`config.mk`:
```
export PLATFORM = sky130hd
export DESIGN_NAME = approx_carry_pred_adder_pipe
export DESIGN_NICKNAME = d
export VERILOG_FILES = /design/src/rtl/approx_carry_pred_adder_pipe.sv
export SDC_FILE = /design/constraint.sdc
export NUM_CORES = 1
export LEC_CHECK = 0
export BUFFER_PORTS_ARGS = -buffer_cell sky130_fd_sc_hd__buf_2
export CAP_MARGIN = 0
export CORE_ASPECT_RATIO = 1.25
export CORE_MARGIN = 4
export CORE_UTILIZATION = 40
export DETAILED_ROUTE_END_ITERATION = 12
export PLACE_DENSITY = 0.72
export SETUP_SLACK_MARGIN = 0.1
export SLEW_MARGIN = 20
export SYNTH_ARGS = -nofsm -noshare
export SYNTH_HDL_FRONTEND = slang
export SYNTH_SLANG_ARGS = --single-unit
```
`constraint.sdc`:
```
create_clock -name clk -period 7.66 [get_ports clk]
set_input_delay 0.383 -clock clk [delete_from_list [all_inputs] [get_ports clk]]
set_output_delay 0.383 -clock clk [all_outputs]
set_load 0.005 [all_outputs]
```
`src/rtl/approx_carry_pred_adder_pipe.sv`:
```
// ---------------------------------------------------------------------------
// approx_carry_pred_adder_pipe
//
// Two-stage pipelined adder with a selectable approximate low segment.
//
// In approximate mode (in_mode=0):
//   - Bits T..L-2 are added with a short ripple that starts with a carry-in
//     of 0.
//   - Bit L-1 predicts the segment carry.
//   - The T lowest bits are forced.
//   - The upper bits W-1..L are added exactly, using the predicted carry.
// In exact mode (in_mode=1) the result is the plain zero-extended sum.
// out_err flags a result that differs from the exact sum.
//
// Handshake: a transfer happens on a port in any cycle where both valid and
// ready are high at the rising clock edge. A producer holding valid=1 while
// ready=0 keeps its data stable. in_ready depends only on pipeline state and
// out_ready. It never depends on in_valid.
//
// Ports
//   clk, rst_n            clock, asynchronous active-low reset
//   in_valid / in_ready   input handshake
//   in_a, in_b [W-1:0]    operands
//   in_mode               0 = approximate, 1 = exact
//   out_valid / out_ready output handshake
//   out_sum [W:0]         result
//   out_err               result differs from exact in_a+in_b
//   stat_clr              synchronous clear of both statistics counters
//   txn_cnt, err_cnt      saturating delivered / erroneous transaction counts
// ---------------------------------------------------------------------------
module approx_carry_pred_adder_pipe #(
    parameter int W  = 16,
    parameter int L  = 8,
    parameter int T  = 3,
    parameter int CW = 16
) (
    input  logic          clk,
    input  logic          rst_n,
    input  logic          in_valid,
    output logic          in_ready,
    input  logic [W-1:0]  in_a,
    input  logic [W-1:0]  in_b,
    input  logic          in_mode,
    output logic          out_valid,
    input  logic          out_ready,
    output logic [W:0]    out_sum,
    output logic          out_err,
    input  logic          stat_clr,
    output logic [CW-1:0] txn_cnt,
    output logic [CW-1:0] err_cnt
);

    // The ripple over bits T..L-2 has width L-1-T. One extra bit holds the
    // carry out of that ripple.
    localparam int MW = L - T;
    localparam logic [CW-1:0] CNT_ONE = {{(CW-1){1'b0}}, 1'b1};

    // Stage 1 registers
    logic          s1_valid_q;
    logic [W-1:0]  s1_a_q;
    logic [W-1:0]  s1_b_q;
    logic          s1_mode_q;

    // Stage 2 registers (these drive the outputs)
    logic          s2_valid_q;
    logic [W:0]    s2_sum_q;
    logic          s2_err_q;

    logic [CW-1:0] txn_q, txn_d;
    logic [CW-1:0] err_q, err_d;

    logic adv2, adv1;

    assign adv2     = !s2_valid_q | out_ready;
    assign adv1     = !s1_valid_q | adv2;
    assign in_ready = adv1;

    // ---------------- datapath between stage 1 and stage 2 ----------------
    logic [MW-1:0]  mid_sum;
    logic           ct, p, c, cout_lo;
    logic [MW-2:0]  low_mid;
    logic [L-1:0]   approx_lo;
    logic [W-L:0]   approx_hi;
    logic [W:0]     exact_sum;
    logic [W:0]     approx_sum;
    logic [W:0]     sum_d;
    logic           err_flag_d;

    assign mid_sum = {1'b0, s1_a_q[L-2:T]} + {1'b0, s1_b_q[L-2:T]};
    assign ct      = mid_sum[MW-1];
    assign p       = s1_a_q[L-1] ^ s1_b_q[L-1];
    // c: the top bit propagates and the ripple below it produced a carry.
    // The segment then overflows. The low bits collapse to zero and the
    // carry is passed upward.
    assign c       = p & ct;
    assign low_mid = mid_sum[MW-2:0] & {(MW-1){~c}};

    generate
        if (T > 0) begin : g_forced
            assign approx_lo = {ct | p, low_mid, {T{~c}}};
        end else begin : g_noforced
            assign approx_lo = {ct | p, low_mid};
        end
    endgenerate

    assign cout_lo    = (s1_a_q[L-1] & s1_b_q[L-1]) | c;
    assign approx_hi  = {1'b0, s1_a_q[W-1:L]} + {1'b0, s1_b_q[W-1:L]}
                      + {{(W-L){1'b0}}, cout_lo};
    assign approx_sum = {approx_hi, approx_lo};
    assign exact_sum  = {1'b0, s1_a_q} + {1'b0, s1_b_q};
    assign sum_d      = s1_mode_q ? exact_sum : approx_sum;
    assign err_flag_d = (sum_d != exact_sum);

    // ---------------- pipeline registers ----------------
    always_ff @(posedge clk or negedge rst_n) begin
        if (!rst_n) begin
            s1_valid_q <= 1'b0;
            s1_a_q     <= '0;
            s1_b_q     <= '0;
            s1_mode_q  <= 1'b0;
        end else if (adv1) begin
            s1_valid_q <= in_valid;
            // Operands are captured only on an accepted transfer.
            if (in_valid) begin
                s1_a_q    <= in_a;
                s1_b_q    <= in_b;
                s1_mode_q <= in_mode;
            end
        end
    end

    always_ff @(posedge clk or negedge rst_n) begin
        if (!rst_n) begin
            s2_valid_q <= 1'b0;
            s2_sum_q   <= '0;
            s2_err_q   <= 1'b0;
        end else if (adv2) begin
            s2_valid_q <= s1_valid_q;
            if (s1_valid_q) begin
                s2_sum_q <= sum_d;
                s2_err_q <= err_flag_d;
            end
        end
    end

    // ---------------- statistics ----------------
    always_comb begin
        txn_d = txn_q;
        err_d = err_q;
        if (stat_clr) begin
            txn_d = '0;
            err_d = '0;
        end else if (s2_valid_q && out_ready) begin
            if (!(&txn_q)) txn_d = txn_q + CNT_ONE;
            if (s2_err_q && !(&err_q)) err_d = err_q + CNT_ONE;
        end
    end

    always_ff @(posedge clk or negedge rst_n) begin
        if (!rst_n) begin
            txn_q <= '0;
            err_q <= '0;
        end else begin
            txn_q <= txn_d;
            err_q <= err_d;
        end
    end

    assign out_valid = s2_valid_q;
    assign out_sum   = s2_sum_q;
    assign out_err   = s2_err_q;
    assign txn_cnt   = txn_q;
    assign err_cnt   = err_q;

endmodule
```
# Yosys cells after proc, flatten, opt, wreduce, memory -nomap -nowiden
# Cells that the tools add are included.
word_totals:
  word_cells: 46
  reg_bits: 85
classes:
  add_sub_neg: 6
  mux: 7
  reduce_logical: 13
  n_eq_ne: 2
  bitwise: 9
ops:
  columns: ["op", "count"]
  rows:
  - ["two-way mux 16 bit", 6]
  - ["adder 16 x 1 -> 16 bit (second input constant)", 2]
  - ["AND reduction 16 bit", 2]
  - ["adder 16 x 16 -> 17 bit", 1]
  - ["two-way mux 17 bit", 1]
  - ["!= test 17 bit", 1]
  - ["adder 8 x 8 -> 9 bit", 1]
  - ["adder 9 x 1 -> 9 bit", 1]
  - ["AND reduction 2 bit", 4]
  - ["adder 4 x 4 -> 5 bit", 1]
  - ["bitwise AND 4 bit", 1]
  - ["OR 1 bit", 4]
  - ["nonzero test 2 bit", 2]
  - ["logical NOT 1 bit", 3]
  - ["bitwise AND 1 bit", 2]
  - ["logical AND 1 bit", 2]
  - ["!= test 2 bit (second input constant)", 1]
  - ["NOT 1 bit", 1]
  - ["XOR 1 bit", 1]

# Logic depth before layout (Yosys ltp)
depth:
  word_depth: 6
  mapped_depth: 14
  ltp_nobuf: 14

# Least setup slack after synthesis
# Ideal clock, no wire load.
synth_timing:
  path_kind: "register to register"
  from: "register s1_a_q[3]"
  to: "register s2_err_q (netlist: out_err)"
  path_slack_ns: 3.976
  n_path_buf: 0
  t_arrival_ns: 3.547
  t_required_ns: 7.523
  stages_incl_launch_ff: 14
  synth_period_minus_slack_ns: 3.684
  cell_sequence: "dfrtp_1 -> ha_1 -> inv_1 -> fa_1 -> nand3b_1 -> a21boi_0 -> nor2_1 -> fa_1 -> inv_1 -> fa_1 -> or4b_1 -> a31o_2 -> a22oi_1 -> a21oi_1"
synth_via:
  elab_chain_len: 6
  elab_cells_between_ends: 10
synth_rtl:
  columns: ["element", "line_no", "source"]
  rows:
  - ["start: declaration", "60", "logic [W-1:0] s1_a_q;"]
  - ["start signal: assignment", "125", "s1_a_q <= in_a;"]
  - ["adder 4 x 4 -> 5 bit", "89", "assign mid_sum = {1'b0, s1_a_q[L-2:T]} + {1'b0, s1_b_q[L-2:T]};"]
  - ["bitwise AND 1 bit", "95", "assign c = p & ct;"]
  - ["OR 1 bit / NOT 1 bit (equally long branches)", "106, 96, 100", null]
  - ["adder 9 x 1 -> 9 bit / bitwise AND 4 bit (equally long branches)", "108, 96", null]
  - ["two-way mux 17 bit", "111", "assign sum_d = s1_mode_q ? exact_sum : approx_sum;"]
  - ["!= test 17 bit (*)", "112", "assign err_flag_d = (sum_d != exact_sum);"]
  - ["end signal: assignment", "141", "s2_err_q <= err_flag_d;"]
  - ["end: declaration", "67", "logic s2_err_q;"]
# Every way passes the cells marked *; elsewhere a longest branch is shown, timed or not.
# A chain may end at the register's enable or synchronous reset.

# Worst setup path in the final report
# Same ends and word-level chain as after synthesis.

==> flow_summary.yaml <==
sta:
  setup_viol: 0
  layout_min_cycle_time_ns: 4.14
  period_share: 0.540
  maxSlewHeadroom: 0.496
  clock_skew_ns: 0.00952
  rsz0062_at_grt: "false"
  hold_slack_ns: 0.0959
  hold_viol: 0
  tightest_slew_ns: 0.757
  maxSlewViolCount: 0
  fin_tns_setup_ns: 0
  fmax_mhz: 242
clocking:
  clkTransAtPathRegs_ns: 0.06
  ctsRootBufferMaster: "clkbuf_16"
  clock-sinks: 85
  clock_latency_ns: 0.34
  cts-hold-fix-buffers: 0
  post_cts_buffers: 0
  htreeDepth: 3
  tritoncts: "built"
  cts_buffers: 9
  cts-resized-gates: 0
  cts_buffer_depth: 2
floorplan:
  dieArea_um2: 13600
  fp.dieH_um: 129
  start_util: 0.408
  row_count: 44
  ios: 90
  die_w_um: 105
  coreArea_um2: 11600
pwr:
  p_leak_nw: 2.60
  power_density_nw_per_um2: 259
  vdd_drop_max_uv: 87.5
synthesis:
  synth_fp_nets: 523
  ys.warnings.count: 0
  synth_edf_count: 0
  ys.flop_type: "dfrtp_1"
  ys_seq_elements: 85
  syn_area_um2: 4710
  seq_area_frac_synth: 0.451
  synthArstFlopShare: 1.00
  syn_avg_cell_area_um2: 10.2
  synth_cell_types: 55
  syn_inst: 463
global_route:
  grt_pass1_vias: 3776
  grt_pass1_wl_mm: 17.9
  grt_use_total: 0.162
  grt_max_degree: 86
  overflow: 0
  antenna_found_initial: 0
route:
  routed_wl_mm: 10.6
  vias: 3762
  drt_iter0_markers: 219
  drc: 0
  wl_per_cell_um: 15.3
  routed_via_density: 5.44
  firstDrtPassIters: 4
  drtAntennaViolNets: 0
critical_path:
  startpoint_type: "register"
  worstPathArrival_ns: 4.34
  crit_type: "register to register"
  worst_ep_required_time_ns: 7.87
  crit_fanout: 6
  endpoint_kind: "register"
placed_design:
  dp_hpwl_mm: 7.97
  portBuffers: 89
  gp_congestion: 0.885
job:
  maxCapViolations: 0
layout:
  nets: 608
  mostFrequentLayoutCell: "buf_2"
  area_delta_synth_final_pct: 17.8
  final_cell_mix: "buf_2 (88), dfrtp_1 (85), nor2_1 (47)"
  layout-drive-gt1-share: 0.271
  diodes: 0
outcome:
  outcome: "complete, no violations"
worst_hold_path:
  hold_path_class: "input port to async pin"
==> where the power goes <==
part | switching [W] | internal [W] | leakage, nW
clock | 0.000178 | 0.000222 | 0.129
sequential | 0.0000466 | 0.000518 | 1.07
combinational | 0.000263 | 0.000214 | 1.39
==> worst paths after layout <==
| path | start | cells after the start | slack, ns | endpoint |
|---|---|---|---|---|
| worst max-delay path | s1_a_q[3]$_DFFE_PN0P_ | 13 | 3.52 | out_err$_DFFE_PN0P_ |
| worst min-delay path | rst_n | 1 | 0.1 | s1_a_q[2]$_DFFE_PN0P_ |
| worst max register to register | s1_a_q[3]$_DFFE_PN0P_ | 13 | 3.52 | out_err$_DFFE_PN0P_ |
| worst min register to register | out_sum[10]$_DFFE_PN0P_ | 2 | 0.47 | out_sum[10]$_DFFE_PN0P_ |
| max in group asynchronous | rst_n | 1 | 7.06 | s1_a_q[15]$_DFFE_PN0P_ |
| min in group clk | in_valid | 2 | 0.26 | s1_valid_q$_DFFE_PN0N_ |
==> worst max-delay path, cell delays in order (launching register included) <==
cell	delay (ns)
dfrtp_1	0.35
ha_1	0.21
inv_1	0.07
fa_1	0.41
nand3b_1	0.24
a21boi_0	0.50
nor2_1	0.11
fa_1	0.44
inv_1	0.09
fa_1	0.48
or4b_1	0.59
a31o_2	0.24
a22oi_1	0.19
a21oi_1	0.09
==> kinds of logic (layout without fill, tap and decap cells) <==
logic type | count (synthesis) | count (layout) | share of synthesized area
muxes | 37 | 37 | 0.0879
adders and majority gates | 22 | 22 | 0.0648
AOI/OAI and AO/OA | 99 | 99 | 0.144
DFF | 85 | 85 | 0.451
and+or+nand+nor | 152 | 152 | 0.154
buffers and inverters | 29 | 119 | 0.0252
xor gates and xnor gates | 39 | 39 | 0.0725
==> Yosys cell counts (all sizes together), types with 6 or more instances <==
| library cell | n | share of area |
|---|---|---|
| xor2 | 29 | 0.054 |
| inv | 12 | 0.0096 |
| mux2 | 35 | 0.084 |
| o21ai | 27 | 0.029 |
| nor2 | 47 | 0.037 |
| a21oi | 21 | 0.023 |
| buf | 7 | 0.0077 |
| nor3 | 7 | 0.0074 |
| a21o | 7 | 0.011 |
| ha | 18 | 0.048 |
| o31ai | 6 | 0.0096 |
| dfrtp | 85 | 0.45 |
| nand2 | 42 | 0.033 |
| clkbuf | 10 | 0.0080 |
| nand3 | 14 | 0.015 |
| xnor2 | 10 | 0.019 |
| and3 | 6 | 0.0090 |
| nand4 | 14 | 0.019 |
==> stage by stage <==
step | power, W | util | instances | cell area [um2] | setup slack [ns]
floorplan | 0.000897 | - | 463 | 4710 | 3.98
global placement | 0.00103 | 0.456 | 675 | 5270 | 3.71
detailed placement | 0.00105 | 0.456 | 675 | 5270 | 3.58
CTS | 0.00145 | 0.480 | 691 | 5550 | 3.57
global route | 0.00154 | 0.480 | 691 | 5550 | 3.32
finish | 0.00144 | 0.480 | 691 | 5550 | 3.52
==> metal layers <==
layer	GRT usage	vias up	wire [um]
met5	0	-	0
met4	0.0726	0	241
met3	0.0269	19	470
met2	0.259	105	5010
met1	0.217	1803	4870
li1	-	1835	-
==> state kept, by name, summed over array words and instances, names as in the netlist <==
signal,count
s1_valid_q,1
err_cnt,16
out_sum,17
s1_b_q,16
s1_mode_q,1
txn_cnt,16
out_err,1
out_valid,1
s1_a_q,16
==> cell type report <==
| type | instances | area [um2] |
|---|---|---|
| clock buffer | 10 | 229 |
| clock inverter | 6 | 46.3 |
| fill | 1103 | 6010 |
| inverter | 12 | 45.0 |
| multi-input combinational | 349 | 2470 |
| sequential | 85 | 2130 |
| tap | 138 | 173 |
| timing repair buffer | 91 | 467 |
Note: power is estimated with default switching activity, not from simulation.
